`src/rtl/winograd_pkg.sv`:
```
// Shared constants and state encoding for the Winograd tile scheduler.
// Tiles are 6x6 inputs producing 4x4 outputs, stepped at stride 4.
package winograd_pkg;

    localparam int TILE_IN        = 6;
    localparam int TILE_OUT       = 4;
    localparam int STRIDE         = 4;
    localparam int STRIDE_LOG2    = $clog2(STRIDE);
    localparam int DATA_WIDTH_DEF = 16;

    typedef enum logic [2:0] {
        ST_IDLE    = 3'd0,
        ST_FETCH   = 3'd1,
        ST_LAUNCH  = 3'd2,
        ST_WAIT_LO = 3'd3,
        ST_WAIT_HI = 3'd4,
        ST_WRITE   = 3'd5,
        ST_NEXT    = 3'd6,
        ST_DONE    = 3'd7
    } state_e;

endpackage

```
`src/rtl/winograd_tile_addr_gen.sv`:
```
// Maps (tile index, element index) to an image/result position, its
// {row,col} address and whether it lies inside the active region.
module winograd_tile_addr_gen
    import winograd_pkg::*;
#(
    parameter int MAX_DIM    = 32,
    parameter int ADDR_WIDTH = 2*$clog2(MAX_DIM)
)(
    input  logic [$clog2(MAX_DIM)-2:0] tile_r,
    input  logic [$clog2(MAX_DIM)-2:0] tile_c,
    input  logic [2:0]                 elem_i,
    input  logic [2:0]                 elem_j,
    input  logic [$clog2(MAX_DIM):0]   rows,
    input  logic [$clog2(MAX_DIM):0]   cols,
    input  logic                       wr_mode,
    output logic                       in_bounds,
    output logic [ADDR_WIDTH-1:0]      addr
);

    localparam int DIM_W = $clog2(MAX_DIM);

    logic [DIM_W+1:0] row, col, lim_r, lim_c;
    logic             rd_ok, wr_ok;

    assign row   = {1'b0, tile_r, {STRIDE_LOG2{1'b0}}} + (DIM_W+2)'(elem_i);
    assign col   = {1'b0, tile_c, {STRIDE_LOG2{1'b0}}} + (DIM_W+2)'(elem_j);
    assign lim_r = {1'b0, rows};
    assign lim_c = {1'b0, cols};

    // Output region is (R-2)x(C-2); compare pos+2 < dim to avoid a subtract.
    assign rd_ok = (row < lim_r) && (col < lim_c);
    assign wr_ok = ((row + (DIM_W+2)'(2)) < lim_r) && ((col + (DIM_W+2)'(2)) < lim_c);

    assign in_bounds = wr_mode ? wr_ok : rd_ok;
    assign addr      = ADDR_WIDTH'({row[DIM_W-1:0], col[DIM_W-1:0]});

endmodule

```
`src/rtl/winograd_tile_scheduler.sv`:
```
// Walks the image in 6x6 tiles at stride 4, feeds tile_controller and
// writes the clipped 4x4 results back to the result RAM.
module winograd_tile_scheduler
    import winograd_pkg::*;
#(
    parameter int DATA_WIDTH = DATA_WIDTH_DEF,
    parameter int MAX_DIM    = 32,
    parameter int ADDR_WIDTH = 2*$clog2(MAX_DIM)
)(
    input  logic                       clk,
    input  logic                       rst_n,
    input  logic                       start,
    input  logic [$clog2(MAX_DIM):0]   img_rows,
    input  logic [$clog2(MAX_DIM):0]   img_cols,
    output logic                       busy,
    output logic                       done,
    output logic                       err,
    output logic                       img_rd_en,
    output logic [ADDR_WIDTH-1:0]      img_rd_addr,
    input  logic [DATA_WIDTH-1:0]      img_rd_data,
    output logic                       tc_start,
    output logic [0:TILE_IN-1][0:TILE_IN-1][DATA_WIDTH-1:0]   tc_tile,
    input  logic                       tc_done,
    input  logic [0:TILE_OUT-1][0:TILE_OUT-1][DATA_WIDTH-1:0] tc_result,
    output logic                       res_wr_en,
    output logic [ADDR_WIDTH-1:0]      res_wr_addr,
    output logic [DATA_WIDTH-1:0]      res_wr_data
);

    localparam int DIM_W  = $clog2(MAX_DIM);
    localparam int TIDX_W = DIM_W - 1;

    state_e            state;
    logic [DIM_W:0]    rows_q, cols_q;
    logic [TIDX_W-1:0] tile_r, tile_c, tile_r_nxt, tile_c_nxt;
    logic [2:0]        ei, ej;
    logic              cap_act, cap_inb, err_pend;
    logic [2:0]        cap_i, cap_j;
    logic              ag_inb, dims_ok, more_r, more_c, fetch_drain;
    logic [ADDR_WIDTH-1:0] ag_addr;

    winograd_tile_addr_gen #(
        .MAX_DIM    (MAX_DIM),
        .ADDR_WIDTH (ADDR_WIDTH)
    ) u_addr_gen (
        .tile_r    (tile_r),
        .tile_c    (tile_c),
        .elem_i    (ei),
        .elem_j    (ej),
        .rows      (rows_q),
        .cols      (cols_q),
        .wr_mode   (state == ST_WRITE),
        .in_bounds (ag_inb),
        .addr      (ag_addr)
    );

    assign dims_ok = (img_rows >= (DIM_W+1)'(3)) && (img_rows <= (DIM_W+1)'(MAX_DIM)) &&
                     (img_cols >= (DIM_W+1)'(3)) && (img_cols <= (DIM_W+1)'(MAX_DIM));

    // A further tile exists while its origin lies inside the output region.
    assign tile_r_nxt = tile_r + 1'b1;
    assign tile_c_nxt = tile_c + 1'b1;
    assign more_r = ({1'b0, tile_r_nxt, {STRIDE_LOG2{1'b0}}} + (DIM_W+2)'(2)) < {1'b0, rows_q};
    assign more_c = ({1'b0, tile_c_nxt, {STRIDE_LOG2{1'b0}}} + (DIM_W+2)'(2)) < {1'b0, cols_q};

    // Final FETCH cycle only captures the last read; nothing is issued.
    assign fetch_drain = (ei == 3'(TILE_IN));

    assign img_rd_en   = (state == ST_FETCH) && !fetch_drain && ag_inb;
    assign img_rd_addr = img_rd_en ? ag_addr : '0;
    assign tc_start    = (state == ST_LAUNCH);
    assign res_wr_en   = (state == ST_WRITE) && ag_inb;
    assign res_wr_addr = res_wr_en ? ag_addr : '0;
    assign res_wr_data = res_wr_en ? tc_result[ei[1:0]][ej[1:0]] : '0;

    always_ff @(posedge clk or negedge rst_n) begin
        if (!rst_n) begin
            state    <= ST_IDLE;
            rows_q   <= '0;
            cols_q   <= '0;
            tile_r   <= '0;
            tile_c   <= '0;
            ei       <= '0;
            ej       <= '0;
            cap_act  <= 1'b0;
            cap_inb  <= 1'b0;
            cap_i    <= '0;
            cap_j    <= '0;
            err_pend <= 1'b0;
            busy     <= 1'b0;
            done     <= 1'b0;
            err      <= 1'b0;
            tc_tile  <= '0;
        end else begin
            done <= 1'b0;
            err  <= 1'b0;
            case (state)
                ST_IDLE: begin
                    if (start) begin
                        rows_q  <= img_rows;
                        cols_q  <= img_cols;
                        tile_r  <= '0;
                        tile_c  <= '0;
                        ei      <= '0;
                        ej      <= '0;
                        cap_act <= 1'b0;
                        busy    <= 1'b1;
                        if (dims_ok) begin
                            state <= ST_FETCH;
                        end else begin
                            err_pend <= 1'b1;
                            state    <= ST_DONE;
                        end
                    end
                end
                ST_FETCH: begin
                    // Read data arrives one cycle after issue; padding captures as zero.
                    if (cap_act) tc_tile[cap_i][cap_j] <= cap_inb ? img_rd_data : '0;
                    cap_i   <= ei;
                    cap_j   <= ej;
                    cap_inb <= ag_inb;
                    if (fetch_drain) begin
                        cap_act <= 1'b0;
                        ei      <= '0;
                        ej      <= '0;
                        state   <= ST_LAUNCH;
                    end else begin
                        cap_act <= 1'b1;
                        if (ej == 3'(TILE_IN-1)) begin
                            ej <= '0;
                            ei <= ei + 3'd1;
                        end else begin
                            ej <= ej + 3'd1;
                        end
                    end
                end
                ST_LAUNCH:  state <= ST_WAIT_LO;
                ST_WAIT_LO: if (!tc_done) state <= ST_WAIT_HI;
                ST_WAIT_HI: if (tc_done)  state <= ST_WRITE;
                ST_WRITE: begin
                    if (ej == 3'(TILE_OUT-1)) begin
                        ej <= '0;
                        if (ei == 3'(TILE_OUT-1)) begin
                            ei    <= '0;
                            state <= ST_NEXT;
                        end else begin
                            ei <= ei + 3'd1;
                        end
                    end else begin
                        ej <= ej + 3'd1;
                    end
                end
                ST_NEXT: begin
                    if (more_c) begin
                        tile_c <= tile_c_nxt;
                        state  <= ST_FETCH;
                    end else if (more_r) begin
                        tile_c <= '0;
                        tile_r <= tile_r_nxt;
                        state  <= ST_FETCH;
                    end else begin
                        state <= ST_DONE;
                    end
                end
                ST_DONE: begin
                    done     <= 1'b1;
                    err      <= err_pend;
                    err_pend <= 1'b0;
                    busy     <= 1'b0;
                    state    <= ST_IDLE;
                end
                default: state <= ST_IDLE;
            endcase
        end
    end

endmodule

```
`config.mk`:
```
export PLATFORM = sky130hd
export DESIGN_NAME = winograd_tile_scheduler
export DESIGN_NICKNAME = d
export VERILOG_FILES = /design/src/rtl/winograd_pkg.sv /design/src/rtl/winograd_tile_addr_gen.sv /design/src/rtl/winograd_tile_scheduler.sv
export SDC_FILE = /design/constraint.sdc
export NUM_CORES = 1
export LEC_CHECK = 0
export CORE_AREA = 3 3 349 351
export CTS_CLUSTER_SIZE = 12
export DETAILED_ROUTE_END_ITERATION = 10
export DIE_AREA = 0 0 352 354
export SYNTH_ARGS = -nofsm -noshare
export SYNTH_HDL_FRONTEND = slang
export SYNTH_SLANG_ARGS = --single-unit
```
`constraint.sdc`:
```
create_clock -name clk -period 4 [get_ports clk]
set_input_delay 0.4 -clock clk [delete_from_list [all_inputs] [get_ports clk]]
set_output_delay 0.4 -clock clk [all_outputs]
set_load 0.1 [all_outputs]
```
* Word level (Yosys, flattened, before mapping)
Cells that the tools add are included.
Storage, ports and cells: bits of input ports 288, register bits after elaboration 617, logic and storage cells 182, output and inout bits 618
Operators by class: magnitude comparators 16, bitwise gates (word level) 4, add/sub/neg operators 10, reduce and logical (&&, ||, !) cells 26, eq/ne operators 22, muxes and demuxes 53
Operator list (number):
- $bwmux W576 | 1
- $demux W96 S3 | 1
- $bmux W64 S2 | 1
- $mux W64 | 2
- $mux W96 | 1
- $mux W16 | 5
- $mux W3 | 17
- $demux W16 S3 | 1
- $lt A7 B6 Y1 | 6
- $bmux W16 S2 | 1
- $pmux W3 S8 | 1
- $mux W10 | 2
- $mux W4 | 5
- $eq A3 B3 Y1 const B | 6
- $ne A2 B2 Y1 const B | 9
- $pmux W3 S3 | 2
- $pmux W4 S2 | 2
- $add A6 B2 Y7 const B | 2
- $add A6 B3 Y7 | 2
- $add A7 B2 Y7 const B | 2
- $eq A3 B2 Y1 const B | 4
- $ge A6 B2 Y1 const B | 2
- $le A6 B6 Y1 const B | 2
- $logic_and A1 B1 Y1 | 10
- 20 further kinds | 44

* Longest topological paths before layout
depth after elaboration 8, mapped depth 13, depth with buffers taken out 12

* Modules after synthesis
From an unflattened synthesis, not the netlist that was laid out.
Second synthesis, totals: cell total of the unflattened synthesis 1800, area total of the unflattened synthesis 26983.4 µm²
Modules (own cells, without submodules):
- winograd_tile_scheduler | cells each 1703, sequential area each 15439.8 µm², instances 1, area an instance 26211.4 µm²
- winograd_tile_addr_gen | cells each 97, sequential area each 0.0 µm², instances 1, area an instance 772.0 µm²

* Least setup slack after synthesis
OpenSTA, ideal clock, no wires.
path type reg2out, from register tile_c[0], to output res_wr_data[10], slack -0.405 ns, buffers on the path 1, arrival 4.005 ns, cell stages (with the launch flop) 13, required time 3.600 ns, cell sequence dfrtp_1 > ha_1 > ha_1 > xnor2_1 > inv_1 > xnor2_1 > ha_1 > a21oi_1 > nor2b_1 > a2111oi_0 > o2111ai_1 > clkbuf_1 > nor2b_1
On the way: word-level cells in the longest chain between the ends 7, elaborated cells on any way between the ends 9, those cells by class add/sub: 2; order compare: 2; mux: 2; reduce/logical: 3
Ends and longest elaborated chain:
- from (decl) | RTL line winograd_tile_scheduler.sv:35 | logic [TIDX_W-1:0] tile_r, tile_c, tile_r_nxt, tile_c_nxt;
- from (signal assigned) | RTL line winograd_tile_scheduler.sv:155 | tile_c <= tile_c_nxt;
- $add A6 B3 Y7 (*) | RTL line winograd_tile_addr_gen.sv:26 | assign col = {1'b0, tile_c, {STRIDE_LOG2{1'b0}}} + (DIM_W+2)'(elem_j);
- $add A7 B2 Y7 | RTL line winograd_tile_addr_gen.sv:32 | assign wr_ok = ((row + (DIM_W+2)'(2)) < lim_r) && ((col + (DIM_W+2)'(2)) < lim_c);
- $lt A7 B6 Y1 | RTL line winograd_tile_addr_gen.sv:32
- $logic_and A1 B1 Y1 | RTL line winograd_tile_addr_gen.sv:32
- $mux W1 (*) | RTL line winograd_tile_addr_gen.sv:34 | assign in_bounds = wr_mode ? wr_ok : rd_ok;
- $logic_and A1 B1 Y1 (*) | RTL line winograd_tile_scheduler.sv:72 | assign res_wr_en = (state == ST_WRITE) && ag_inb;
- $mux W16 (*) | RTL line winograd_tile_scheduler.sv:74 | assign res_wr_data = res_wr_en ? tc_result[ei[1:0]][ej[1:0]] : '0;
- to (decl) | RTL line winograd_tile_scheduler.sv:27 | output logic [DATA_WIDTH-1:0] res_wr_data
Every way passes the cells marked *; elsewhere a longest branch is shown, timed or not.

* Final worst setup path
from register ej[2], to output res_wr_data[15]
On the way: word-level cells in the longest chain between the ends 7, elaborated cells on any way between the ends 9, those cells by class add/sub: 2; order compare: 2; mux: 2; reduce/logical: 3
Ends and longest elaborated chain:
- from (decl) | RTL line winograd_tile_scheduler.sv:36 | logic [2:0] ei, ej;
- from (signal assigned) | RTL line winograd_tile_scheduler.sv:133 | ej <= ej + 3'd1;
- from (signal assigned) | RTL line winograd_tile_scheduler.sv:150 | ej <= ej + 3'd1;
- $add A6 B3 Y7 (*) | RTL line winograd_tile_addr_gen.sv:26
- $add A7 B2 Y7 | RTL line winograd_tile_addr_gen.sv:32
- $lt A7 B6 Y1 | RTL line winograd_tile_addr_gen.sv:32
- $logic_and A1 B1 Y1 | RTL line winograd_tile_addr_gen.sv:32
- $mux W1 (*) | RTL line winograd_tile_addr_gen.sv:34
- $logic_and A1 B1 Y1 (*) | RTL line winograd_tile_scheduler.sv:72
- $mux W16 (*) | RTL line winograd_tile_scheduler.sv:74
Marked as above.

==> results.ini <==
[run_status]
status = completed

[detailed_routing]
drtAntennaViolNets = 0
viasPerCell = 4.395
drc = 0
num_vias = 19410
first_pass_iters = 6
drt_iter0_drc = 1077
drt-total-wl_um = 116200
wire_per_inst_um = 26.32

[sta]
max_freq_ghz = 0.2540
fin_ws_ns = 0.06323
hold_viol_final = 0
finalMaxSlewViolations = 0
period_minus_slack_ns = 3.937
slew_headroom = 0.2479
hold_ws_ns = 0.3711
rsz0062_at_grt = true
fin_worst_skew_ns = 0.02359
setup_tns_ns = 0
finalSetupViolations = 0
tightest_slew_ns = 1.128
fin_crit_sh = 0.9842

[hold_path]
holdPathStages = 3
holdCritPathClass = in -> reg

[power]
p_clk_frac = 0.452
p_leak_nw = 18.05
power_frac_seq = 0.436
switching_share = 0.2596
p_per_area_mw_per_mm2 = 354.9
intPower_w = 0.01086
p_comb_frac = 0.112
netSwitchingPower_w = 0.003809
ir_drop_mv = 0.2719

[cts]
cts.sinks = 617
clock_latency_ns = 0.63
cts_tree = built
clock_tree.root_cell = clkbuf_16
cts_buffer_depth = 3
clkTransAtPathRegs_ns = 0.06
h-tree-depth = 3
cts-buffers-inserted = 72

[logic_synthesis]
synthFlopType = dfrtp_1
synth_fp_nets = 2145
netlist_instances = 1813
synth_edf_count = 0
syn_area_mm2 = 0.02682
avgSynthCellArea_um2 = 14.79
yosysWarnings = 0
ys_ff_latch = 617
seq_area_frac_synth = 0.5756
synthArstFlopShare = 1.000
synth_cell_types = 53

[global_routing]
grt_pass1_wl_um = 160400
grt_max_degree = 97
antenna_found_initial = 23
overflow = 0
grt_usage = 0.1813
grt_pass1_vias = 20090

[floorplanning]
core_area_mm2 = 0.1193
io_pins = 906
placementRows = 127
start_util = 0.2248
die_area_mm2 = 0.1246
chipHeight_um = 354
die_x_um = 352

[critical_path]
worst-path-buf-inv = 5
crit_chain = ha_4 > ha_4 > xnor2_2 > inv_2 > nand3_2 > xnor2_1 > ha_2 > nor2_2 > nand3_1 > a2111oi_2 > buf_4 > o2111ai_4 > buf_12 > buf_16 > nor2b_4 > buf_12
crit_cells = 16
slowest_stage = dfrtp_1
crit_type = reg -> out
critPathLaunchType = flop
cp-end-kind = output pin
cp_data_required_time_ns = 3.60
critPathArrivalTime_ns = 3.54
cpPeakStageDelay_ns = 0.43
worst-path-max-fanout = 7
cpLargestDelayFamily = buffers and inverters
rr_worst_depth = 6

[job]
maxCapViolCount = 0

[placement]
hpwlAfterDp_um = 88260
dp_cells = 4268
routabilityCongestion = 0.8243
place_ws_ns = 0.3354
portBuffers = 905

[cells_and_area]
fillers = 11610
nets = 3076
syn2layout_area_growth_pct = 54.09
layout-drive-gt1-share = 0.3531
final-instance-count-excl-fill = 4416

flip-flops by register name, summed over array words and instances (netlist names):
name / flops
done: 1
tile_c: 4
cap_inb: 1
rows_q: 6
err_pend: 1
tile_r: 4
ej: 3
cap_act: 1
err: 1
ei: 3
cols_q: 6
tc_tile: 576
cap_i: 3
busy: 1
cap_j: 3
state: 3
kinds of logic after synthesis:
group / Yosys count / share of synthesized area
simple gates: 225 / 0.04310
mux: 657 / 0.3094
xor+xnor: 14 / 0.004571
compound gates: 82 / 0.01931
flops: 617 / 0.5756
fa+ha+maj: 44 / 0.02052
buf+inv: 174 / 0.02747
metrics by stage:
step,util,total power [W],instance area [um^2]
after floorplan,-,0.007395,26860
after global placement,0.3224,0.008152,38470
after detailed placement,0.3224,0.008159,38470
after CTS,0.3451,0.01488,41190
after global routing,0.3463,0.01517,41320
final,0.3464,0.01467,41330
per-layer routing:
metal / up-vias / wire length, um / part of all wire / track usage
met2: 724 / 62980 / 0.54 / 0.3416
met4: 0 / 4510 / 0.039 / 0.07405
met3: 170 / 5720 / 0.049 / 0.03730
met5: - / 0 / 0 / 0
li1: 8388 / - / - / -
met1: 10130 / 43020 / 0.37 / 0.1962
power groups by stage:
stage | Sequential [W] | Combinational, W | Clock (W)
4_1_cts | 0.00639 | 0.00166 | 0.00682
3_5_place_dp | 0.00651 | 0.00165 | 0
5_1_grt | 0.00640 | 0.00170 | 0.00707
2_1_floorplan | 0.00723 | 0.000160 | 0
6_report | 0.00639 | 0.00164 | 0.00664
3_3_place_gp | 0.00650 | 0.00165 | 0
layout make-up:
class | instances | area, um^2 | area share
Clock buffer | 103 | 2078 | 0.05028
Inverter | 32 | 120.1 | 0.002906
Multi-Input combinational cell | 1022 | 10980 | 0.2657
Antenna cell | 9 | 22.52 | 0.0005449
Clock inverter | 22 | 301.5 | 0.007296
Timing Repair Buffer | 999 | 10360 | 0.2508
Sequential cell | 617 | 15450 | 0.3737
Tap cell | 1612 | 2017 | 0.04880
repair_timing:
item | in CTS | in global routing
setup endpoints to repair | 27 | 38
setup buffers | 8 | 2
resized for setup | 52 | 18
gates cloned | 2 | 1
hold buffers | 1 | 0
pin swaps | 6 | 6
hold endpoints to repair | 86 | 0
worst reg2reg max path, cell delays in order, from the launching register on:
cell	delay, ns
dfrtp_1	0.52
and2b_1	0.53
nand2_4	0.18
or4_4	0.63
nor2_2	0.61
buf_12	0.23
mux2_2	0.34
cells in the mapped netlist, types with 2 or more instances:
cell         n  area [um^2]
dfrtp_1    617        15440
nor3_1       5        25.02
inv_1       31        116.4
nand2_1     77        289.0
o2111ai_1    5        43.79
a32o_1       4        40.04
a41oi_1      2        17.52
nor4_4       2        42.54
mux4_2      80         1802
nand2b_1     4        25.02
nand3b_1     7        52.55
nand3_1     21        105.1
o21a_1       2        15.01
nand4_1      2        12.51
buf_1        4        15.01
buf_2        4        20.02
o211ai_1     4        30.03
o21ai_0     30        150.1
nor2_2      10        62.56
ha_1        44        550.5
mux2_2     576         6486
or3b_2       2        17.52
o31ai_1      2        15.01
buf_4       11        82.58
nor3b_1      2        15.01
xnor2_1     10        87.58
clkbuf_1   118        442.9
nor2_1      40        150.1
xor2_1       4        35.03
a21o_1       6        45.04
nor2b_1     19        118.9
and3b_1      2        17.52
buf_6        5        56.30
and3_1       5        31.28
a31oi_1      8        50.05
a21oi_1     13        65.06
and2_1      19        118.9
path summary, 6_finish.rpt:
kind	startpoint	to	slack [ns]
max in group asynchronous	rst_n	ei[0]	2.51
max	ej[2]	res_wr_data[15]	0.06
min in group asynchronous	rst_n	tc_tile[305]	0.45
min reg2reg	tc_tile[476]	tc_tile[476]	0.48
min	img_rows[2]	rows_q[2]	0.37
max reg2reg	state[1]	tc_tile[388]	0.85
cell usage in the layout (no fill, tap or decap), types with 8 or more instances in the layout:
master,synthesis,routed
nor2_1,40,19
buf_12,0,49
clkbuf_1,118,15
mux2_2,576,576
and2_2,0,14
dfrtp_1,617,615
mux4_2,80,80
ha_1,44,38
clkinv_2,0,11
nand2_1,77,77
nand3_1,21,19
buf_4,11,79
nor2_4,0,9
o21ai_0,30,30
clkbuf_8,0,16
nor2b_4,0,16
clkbuf_16,0,73
diode_2,0,9
a21oi_1,13,12
inv_1,31,30
xnor2_1,10,8
nor2_2,10,22
clkdlybuf4s50_1,0,865
(Power assumes the default switching activity.)
